`config.mk`:
```
export PLATFORM = sky130hd
export DESIGN_NAME = video_frame_sequencer
export DESIGN_NICKNAME = d
export VERILOG_FILES = /design/src/rtl/video_frame_sequencer.sv
export SDC_FILE = /design/constraint.sdc
export NUM_CORES = 1
export LEC_CHECK = 0
export ABC_AREA = 1
export CORE_ASPECT_RATIO = 0.6
export CORE_MARGIN = 5
export CORE_UTILIZATION = 61
export CTS_BUF_LIST = sky130_fd_sc_hd__clkbuf_16
export DETAILED_ROUTE_END_ITERATION = 12
export GPL_ROUTABILITY_DRIVEN = 0
export PLACE_DENSITY = 0.92
export SLEW_MARGIN = 10
export SYNTH_ARGS = -nofsm -noshare
export SYNTH_HDL_FRONTEND = slang
export SYNTH_SLANG_ARGS = --single-unit
```
`constraint.sdc`:
```
create_clock -name clk -period 6.5 [get_ports clk]
set_input_delay 1.3 -clock clk [delete_from_list [all_inputs] [get_ports clk]]
set_output_delay 1.3 -clock clk [all_outputs]
set_load 0.01 [all_outputs]
```
`src/rtl/video_frame_sequencer.sv`:
```
// Frame-level sequencer for video_signal_generate: arms capture, turns VSYNC/HSYNC into pixel strobes/coordinates, checks geometry.
// Optional ARM watchdog enabled by defining VIDEO_FRAME_SEQUENCER_TIMEOUT_EN.
//
// state       | meaning
// ------------+-------------------------------------------------------------
// S_IDLE      | generator disabled, waiting for an accepted start
// S_ARM       | generator enabled, waiting for a true VSYNC rise
// S_ACTIVE    | inside a frame, emitting pixel strobes and tracking geometry
// S_FRAME_END | one-cycle frame close: geometry check, decide ARM or IDLE
module video_frame_sequencer #(
    parameter int H_ACT   = 2448,
    parameter int V_ACT   = 2048,
    parameter int ADDR_W  = 23,
    parameter int FCNT_W  = 8,
    parameter int TIMEOUT = 1000000
) (
    input  logic              clk,
    input  logic              rst,
    input  logic              start,
    input  logic              stop,
    input  logic              continuous,
    input  logic [FCNT_W-1:0] num_frames,
    input  logic              VSYNC,
    input  logic              HSYNC,
    output logic              gen_enable,
    output logic              busy,
    output logic              pix_valid,
    output logic [ADDR_W-1:0] pix_addr,
    output logic [11:0]       pix_x,
    output logic [11:0]       pix_y,
    output logic              frame_start,
    output logic              frame_done,
    output logic [FCNT_W-1:0] frames_done,
    output logic              err_geom,
    output logic              err_timeout
);

    typedef enum logic [1:0] {S_IDLE, S_ARM, S_ACTIVE, S_FRAME_END} state_t;

    localparam logic [11:0]       H_LIM     = 12'(H_ACT);
    localparam logic [11:0]       V_LIM     = 12'(V_ACT);
    localparam logic [ADDR_W-1:0] FRAME_PIX = ADDR_W'(H_ACT * V_ACT);

    generate
        if ((64'd1 << ADDR_W) <= 64'(H_ACT) * 64'(V_ACT) || TIMEOUT < 1) begin : g_bad_cfg
            $error("video_frame_sequencer: ADDR_W too small or TIMEOUT < 1");
        end
    endgenerate

    state_t              state_q, state_d;
    logic                vs_d_q, hs_d_q;
    logic [11:0]         x_q, x_d, y_q, y_d, line_q, line_d;
    logic [ADDR_W-1:0]   addr_q, addr_d;
    logic                cont_q, cont_d;
    logic [FCNT_W-1:0]   nfr_q, nfr_d;
    logic                stop_pend_q, stop_pend_d;
    logic                pix_valid_q, pix_valid_d;
    logic [ADDR_W-1:0]   pix_addr_q, pix_addr_d;
    logic [11:0]         pix_x_q, pix_x_d, pix_y_q, pix_y_d;
    logic                frame_start_q, frame_start_d;
    logic                frame_done_q, frame_done_d;
    logic [FCNT_W-1:0]   frames_done_q, frames_done_d;
    logic                err_geom_q, err_geom_d;
    logic                vs_rise, vs_fall, hs_fall;

    assign vs_rise = VSYNC & ~vs_d_q;
    assign vs_fall = ~VSYNC & vs_d_q;
    assign hs_fall = ~HSYNC & hs_d_q;

`ifdef VIDEO_FRAME_SEQUENCER_TIMEOUT_EN
    localparam int            TMO_W    = $clog2(TIMEOUT + 1);
    localparam logic [TMO_W-1:0] TMO_LOAD = TMO_W'(TIMEOUT - 1);
    logic [TMO_W-1:0] tmo_q, tmo_d;
    logic             err_timeout_q, err_timeout_d;
`endif

    always_comb begin
        state_d       = state_q;
        x_d           = x_q;
        y_d           = y_q;
        line_d        = line_q;
        addr_d        = addr_q;
        cont_d        = cont_q;
        nfr_d         = nfr_q;
        stop_pend_d   = stop_pend_q;
        pix_valid_d   = 1'b0;
        pix_addr_d    = pix_addr_q;
        pix_x_d       = pix_x_q;
        pix_y_d       = pix_y_q;
        frame_start_d = 1'b0;
        frame_done_d  = 1'b0;
        frames_done_d = frames_done_q;
        err_geom_d    = err_geom_q;
`ifdef VIDEO_FRAME_SEQUENCER_TIMEOUT_EN
        err_timeout_d = err_timeout_q;
        // Down-counter reloads outside ARM, so every ARM entry starts a fresh window.
        tmo_d         = (state_q == S_ARM) ? tmo_q - TMO_W'(1) : TMO_LOAD;
`endif

        case (state_q)
            S_IDLE: begin
                stop_pend_d = 1'b0;
                if (start && !stop && (continuous || num_frames != '0)) begin
                    cont_d        = continuous;
                    nfr_d         = num_frames;
                    frames_done_d = '0;
                    err_geom_d    = 1'b0;
`ifdef VIDEO_FRAME_SEQUENCER_TIMEOUT_EN
                    err_timeout_d = 1'b0;
`endif
                    state_d       = S_ARM;
                end
            end
            S_ARM: begin
                if (stop) begin
                    state_d = S_IDLE;
                end else if (vs_rise) begin
                    x_d           = '0;
                    y_d           = '0;
                    addr_d        = '0;
                    line_d        = '0;
                    frame_start_d = 1'b1;
                    state_d       = S_ACTIVE;
                end
`ifdef VIDEO_FRAME_SEQUENCER_TIMEOUT_EN
                else if (tmo_q == '0) begin
                    err_timeout_d = 1'b1;
                    state_d       = S_IDLE;
                end
`endif
            end
            S_ACTIVE: begin
                if (stop) stop_pend_d = 1'b1;
                if (VSYNC && HSYNC) begin
                    // Overlong line or overfull frame: drop the pixel, keep counters.
                    if (x_q == H_LIM || addr_q == FRAME_PIX) begin
                        err_geom_d = 1'b1;
                    end else begin
                        pix_valid_d = 1'b1;
                        pix_addr_d  = addr_q;
                        pix_x_d     = x_q;
                        pix_y_d     = y_q;
                        x_d         = x_q + 12'd1;
                        addr_d      = addr_q + ADDR_W'(1);
                    end
                end
                if (hs_fall) begin
                    if (x_q != H_LIM) err_geom_d = 1'b1;
                    x_d    = '0;
                    y_d    = (y_q == 12'hFFF) ? y_q : y_q + 12'd1;
                    line_d = line_q + 12'd1;
                end
                if (vs_fall) begin
                    frame_done_d  = 1'b1;
                    frames_done_d = frames_done_q + FCNT_W'(1);
                    state_d       = S_FRAME_END;
                end
            end
            S_FRAME_END: begin
                if (line_q != V_LIM || addr_q != FRAME_PIX) err_geom_d = 1'b1;
                if (stop_pend_q || stop || (!cont_q && frames_done_q == nfr_q)) begin
                    stop_pend_d = 1'b0;
                    state_d     = S_IDLE;
                end else begin
                    state_d = S_ARM;
                end
            end
            default: state_d = S_IDLE;
        endcase
    end

    always_ff @(posedge clk or posedge rst) begin
        if (rst) begin
            state_q       <= S_IDLE;
            vs_d_q        <= 1'b0;
            hs_d_q        <= 1'b0;
            x_q           <= '0;
            y_q           <= '0;
            line_q        <= '0;
            addr_q        <= '0;
            cont_q        <= 1'b0;
            nfr_q         <= '0;
            stop_pend_q   <= 1'b0;
            pix_valid_q   <= 1'b0;
            pix_addr_q    <= '0;
            pix_x_q       <= '0;
            pix_y_q       <= '0;
            frame_start_q <= 1'b0;
            frame_done_q  <= 1'b0;
            frames_done_q <= '0;
            err_geom_q    <= 1'b0;
`ifdef VIDEO_FRAME_SEQUENCER_TIMEOUT_EN
            tmo_q         <= '0;
            err_timeout_q <= 1'b0;
`endif
        end else begin
            state_q       <= state_d;
            vs_d_q        <= VSYNC;
            hs_d_q        <= HSYNC;
            x_q           <= x_d;
            y_q           <= y_d;
            line_q        <= line_d;
            addr_q        <= addr_d;
            cont_q        <= cont_d;
            nfr_q         <= nfr_d;
            stop_pend_q   <= stop_pend_d;
            pix_valid_q   <= pix_valid_d;
            pix_addr_q    <= pix_addr_d;
            pix_x_q       <= pix_x_d;
            pix_y_q       <= pix_y_d;
            frame_start_q <= frame_start_d;
            frame_done_q  <= frame_done_d;
            frames_done_q <= frames_done_d;
            err_geom_q    <= err_geom_d;
`ifdef VIDEO_FRAME_SEQUENCER_TIMEOUT_EN
            tmo_q         <= tmo_d;
            err_timeout_q <= err_timeout_d;
`endif
        end
    end

    // Decoded straight from the state flop so reset drops the enable without waiting for a clock.
    assign gen_enable  = (state_q != S_IDLE);
    assign busy        = (state_q != S_IDLE);
    assign pix_valid   = pix_valid_q;
    assign pix_addr    = pix_addr_q;
    assign pix_x       = pix_x_q;
    assign pix_y       = pix_y_q;
    assign frame_start = frame_start_q;
    assign frame_done  = frame_done_q;
    assign frames_done = frames_done_q;
    assign err_geom    = err_geom_q;
`ifdef VIDEO_FRAME_SEQUENCER_TIMEOUT_EN
    assign err_timeout = err_timeout_q;
`else
    assign err_timeout = 1'b0;
`endif

endmodule

```
==> impl_metrics.tcl <==
set metrics [dict create \
    cts_num_sinks 132 \
    most_common_cell_in_the_synthesized_netlist "sky130_fd_sc_hd__nand2_1" \
    cts-buffers-inserted 17 \
    syn-instance-count 940 \
    route.final.wire_length_um 18540 \
    cp_max_fo 93 \
    power.switching_mw 1.078 \
    synth_top_cell_by_area "sky130_fd_sc_hd__dfrtp_1" \
    count_of_final_setup_violators 0 \
    synth_edf_count 0 \
    clock.fmax_mhz 270.6 \
    cts_hold_buffers 0 \
    die_y_um 93.37 \
    root_buffer "sky130_fd_sc_hd__clkbuf_16" \
    worstMarginPinSlew_ps 1018 \
    sw_frac_of_total_pct 35.43 \
    relative_max_transition_margin_pct 32.14 \
    type_of_element_capturing_the_critical_path "flop" \
    synth_area_per_cell_um2 7.518 \
    path_cells "clkdlybuf4s50_1 -> nand2_1 -> nor2_2 -> nand3_4 -> nand2_4 -> inv_2 -> nand2_1 -> nand2_1" \
    period_minus_slack_ps 3695 \
    buffer_ports.inserted 75 \
    critPathKind "in -> reg" \
    ratio_of_cells_with_drive_above_1_in_the_final_layout_pct 5.403 \
    grt_start_max_net_pins 94 \
    maxCapViolCount 0 \
    cp_startpoint_kind "input pin" \
    start_util_pct 62.55 \
    io-pin-count 77 \
    routedWlPerCell_um 15.74 \
    area_growth_syn_to_layout_pct 18.89 \
    status "finished, final reports clean" \
    cts.reportedPaths.clkPinSlew_ps 60 \
    synth_area_um2 7067 \
    grt_util_all_layers_pct 27.62 \
    detailedRoute.firstPassIterationCount 10 \
    clock_insertion_delay_worst_skew_ps 420 \
    synth.top_cells.by_count "sky130_fd_sc_hd__nand2_1, sky130_fd_sc_hd__dfrtp_1, sky130_fd_sc_hd__nor2_1" \
    post-route-drc-count 0 \
    power.density_cell_area_nw_per_um2 362.2 \
    crit_arrival_ps 3990 \
    internal_power_mw 1.965 \
    clockBufferDepth 2 \
    cts.repair.resized 0 \
    finClkSkew_ps 6.460 \
    clock_power_share_pct 31.8 \
    hp-class "reg -> reg" \
    critPathMostFrequentCell "sky130_fd_sc_hd__nand2_1" \
    synth_area_leaders "sky130_fd_sc_hd__dfrtp_1, sky130_fd_sc_hd__nand2_1, sky130_fd_sc_hd__nor2_1, sky130_fd_sc_hd__o21ai_1, sky130_fd_sc_hd__nand3_1" \
    final-hold-violation-count 0 \
    grt_antenna_before_repair 0 \
    worst_ep_required_time_ps 6800 \
    synthesis.yosys.warnings 0 \
    post_cts.repair.setup_buffers 0 \
    ir_drop_v 0.0002454 \
    share_of_async_settable_or_async_resettable_flops_after_synthesis_pct 100.0 \
    initialDrtViolationCount 928 \
    final-max-slew-violation-count 0 \
    ys_types 39 \
    detailroute.via_count 6669 \
    filler_cell_count 808 \
    power.combinational.fraction_pct 27.9 \
    postSynthNetCount 963 \
    share_of_the_yosys_chip_area_belonging_to_registers_pct 46.74 \
    fp.dieW_um 149.0 \
    global_route_wire_length_before_repair_um 30930 \
    power_leakage_nw 3.633 \
    critical-path-slowest-cell "sky130_fd_sc_hd__nand3_4" \
    nets 1029 \
    yosysTopAreaCellShare_pct 46.74 \
    placeableCoreArea_um2 11300 \
    final_min_period_over_clock_period_pct 56.85 \
    route.detailed.vias_per_inst 5.661 \
    yosys_register_bits 132 \
    num_antenna_cells 0 \
    postRouteAntennaNets 0 \
    post_route_setup_tns_ps 0 \
    cts_max_level 4 \
    std_cell_rows 30 \
    dp_hpwl_um 11920 \
    crit_path_max_incr_delay_ps 730 \
    grt_setup_unrepaired "no" \
    fraction_of_power_consumed_by_sequential_logic_pct 40.3 \
    grt_overflow_total 0 \
    tritoncts "built" \
    die_area_um2 13910 \
    vias_in_the_first_global_route 6316 \
    final_core_util_pct 74.36 \
    synthFlopType "sky130_fd_sc_hd__dfrtp_1" \
]
## final timing paths
path | start | endpoint | depth (start not counted) | slack [ps]
worst max-delay path | VSYNC | addr_q[14] | 8 | 2800
worst min-delay path | pix_addr[10] | pix_addr[10] | 2 | 490
worst min register to register | pix_addr[10] | pix_addr[10] | 2 | 490
max in group asynchronous | rst | addr_q[17] | 3 | 3790
worst max register to register | x_q[0] | addr_q[14] | 10 | 3400
min in group asynchronous | rst | pix_y[4] | 2 | 1460
## flip-flops by register name, indices dropped and copies added (netlist names), named ones only
name         cells
y_q             12
nfr_q            8
line_q          12
frame_done       1
frames_done      8
addr_q          23
cont_q           1
pix_valid        1
pix_y           12
stop_pend_q      1
err_geom         1
state_q          1
pix_x           12
x_q             12
hs_d_q           1
pix_addr        23
frame_start      1
vs_d_q           1
## critical path, delay by kind of cell
family	cells	cell delay, ps
and+or+nand+nor	6	1880
buffers and inverters	2	790
## layer usage
metal  GRT usage (%)  vias to the layer above  wire, µm
li1                -                     3128         -
met1           39.09                     3069      8109
met2           41.59                      403      8085
met3           6.683                       69      1870
met4           10.13                        0       475
met5               0                        -         0
## power groups by stage
| stage | registers [mW] | logic (mW) | clock network [mW] |
|---|---|---|---|
| 2_1_floorplan | 1.21 | 0.503 | 0 |
| 3_3_place_gp | 1.21 | 0.794 | 0 |
| 3_5_place_dp | 1.23 | 0.823 | 0 |
| 4_1_cts | 1.22 | 0.844 | 0.971 |
| 5_1_grt | 1.25 | 0.942 | 1.01 |
| 6_report | 1.23 | 0.848 | 0.967 |
## stage by stage
| stage | instance area, µm² | cells | setup slack [ps] | hold WS (ps) | total power, mW |
|---|---|---|---|---|---|
| floorplan | 7067 | 940 | 1674 | 469.2 | 1.716 |
| global placement | 7814 | 1147 | 2520 | 470.6 | 2.009 |
| detailed placement | 7814 | 1147 | 2412 | 477.2 | 2.048 |
| CTS | 8402 | 1178 | 2797 | 491.4 | 3.034 |
| global route | 8402 | 1178 | 2574 | 508.6 | 3.206 |
| finish | 8402 | 1178 | 2805 | 485.9 | 3.043 |
## cell families after synthesis
| family | after synthesis | synth area share, % |
|---|---|---|
| xor gates and xnor gates | 27 | 3.346 |
| other | 1 | 0.05307 |
| adders and majority gates | 8 | 1.416 |
| and+or+nand+nor | 536 | 31.91 |
| DFF | 132 | 46.74 |
| AOI/OAI and AO/OA | 114 | 8.534 |
| buffers and inverters | 122 | 8.003 |
## layout make-up
cell class | instances | area, µm² | share of cell area (%)
flip-flops and latches | 132 | 3303 | 39.31
multi-input cells | 686 | 3198 | 38.06
clock buffers | 17 | 425.4 | 5.063
clock inverters | 14 | 162.7 | 1.936
repair buffers | 76 | 758.2 | 9.025
well taps | 160 | 200.2 | 2.383
inverters | 93 | 354.1 | 4.214
## cell usage in the layout (no fill, tap or decap), drive strengths merged, types with 17 or more instances in the layout
| master | netlist | layout |
|---|---|---|
| nor2 | 124 | 124 |
| clkdlybuf4s50 | 0 | 75 |
| o21ai | 98 | 98 |
| nand4 | 20 | 20 |
| xor2 | 23 | 23 |
| nand3 | 67 | 67 |
| dfrtp | 132 | 132 |
| nand2 | 301 | 301 |
| clkbuf | 5 | 17 |
| inv | 92 | 93 |
Power figures use the tool's default switching activity.
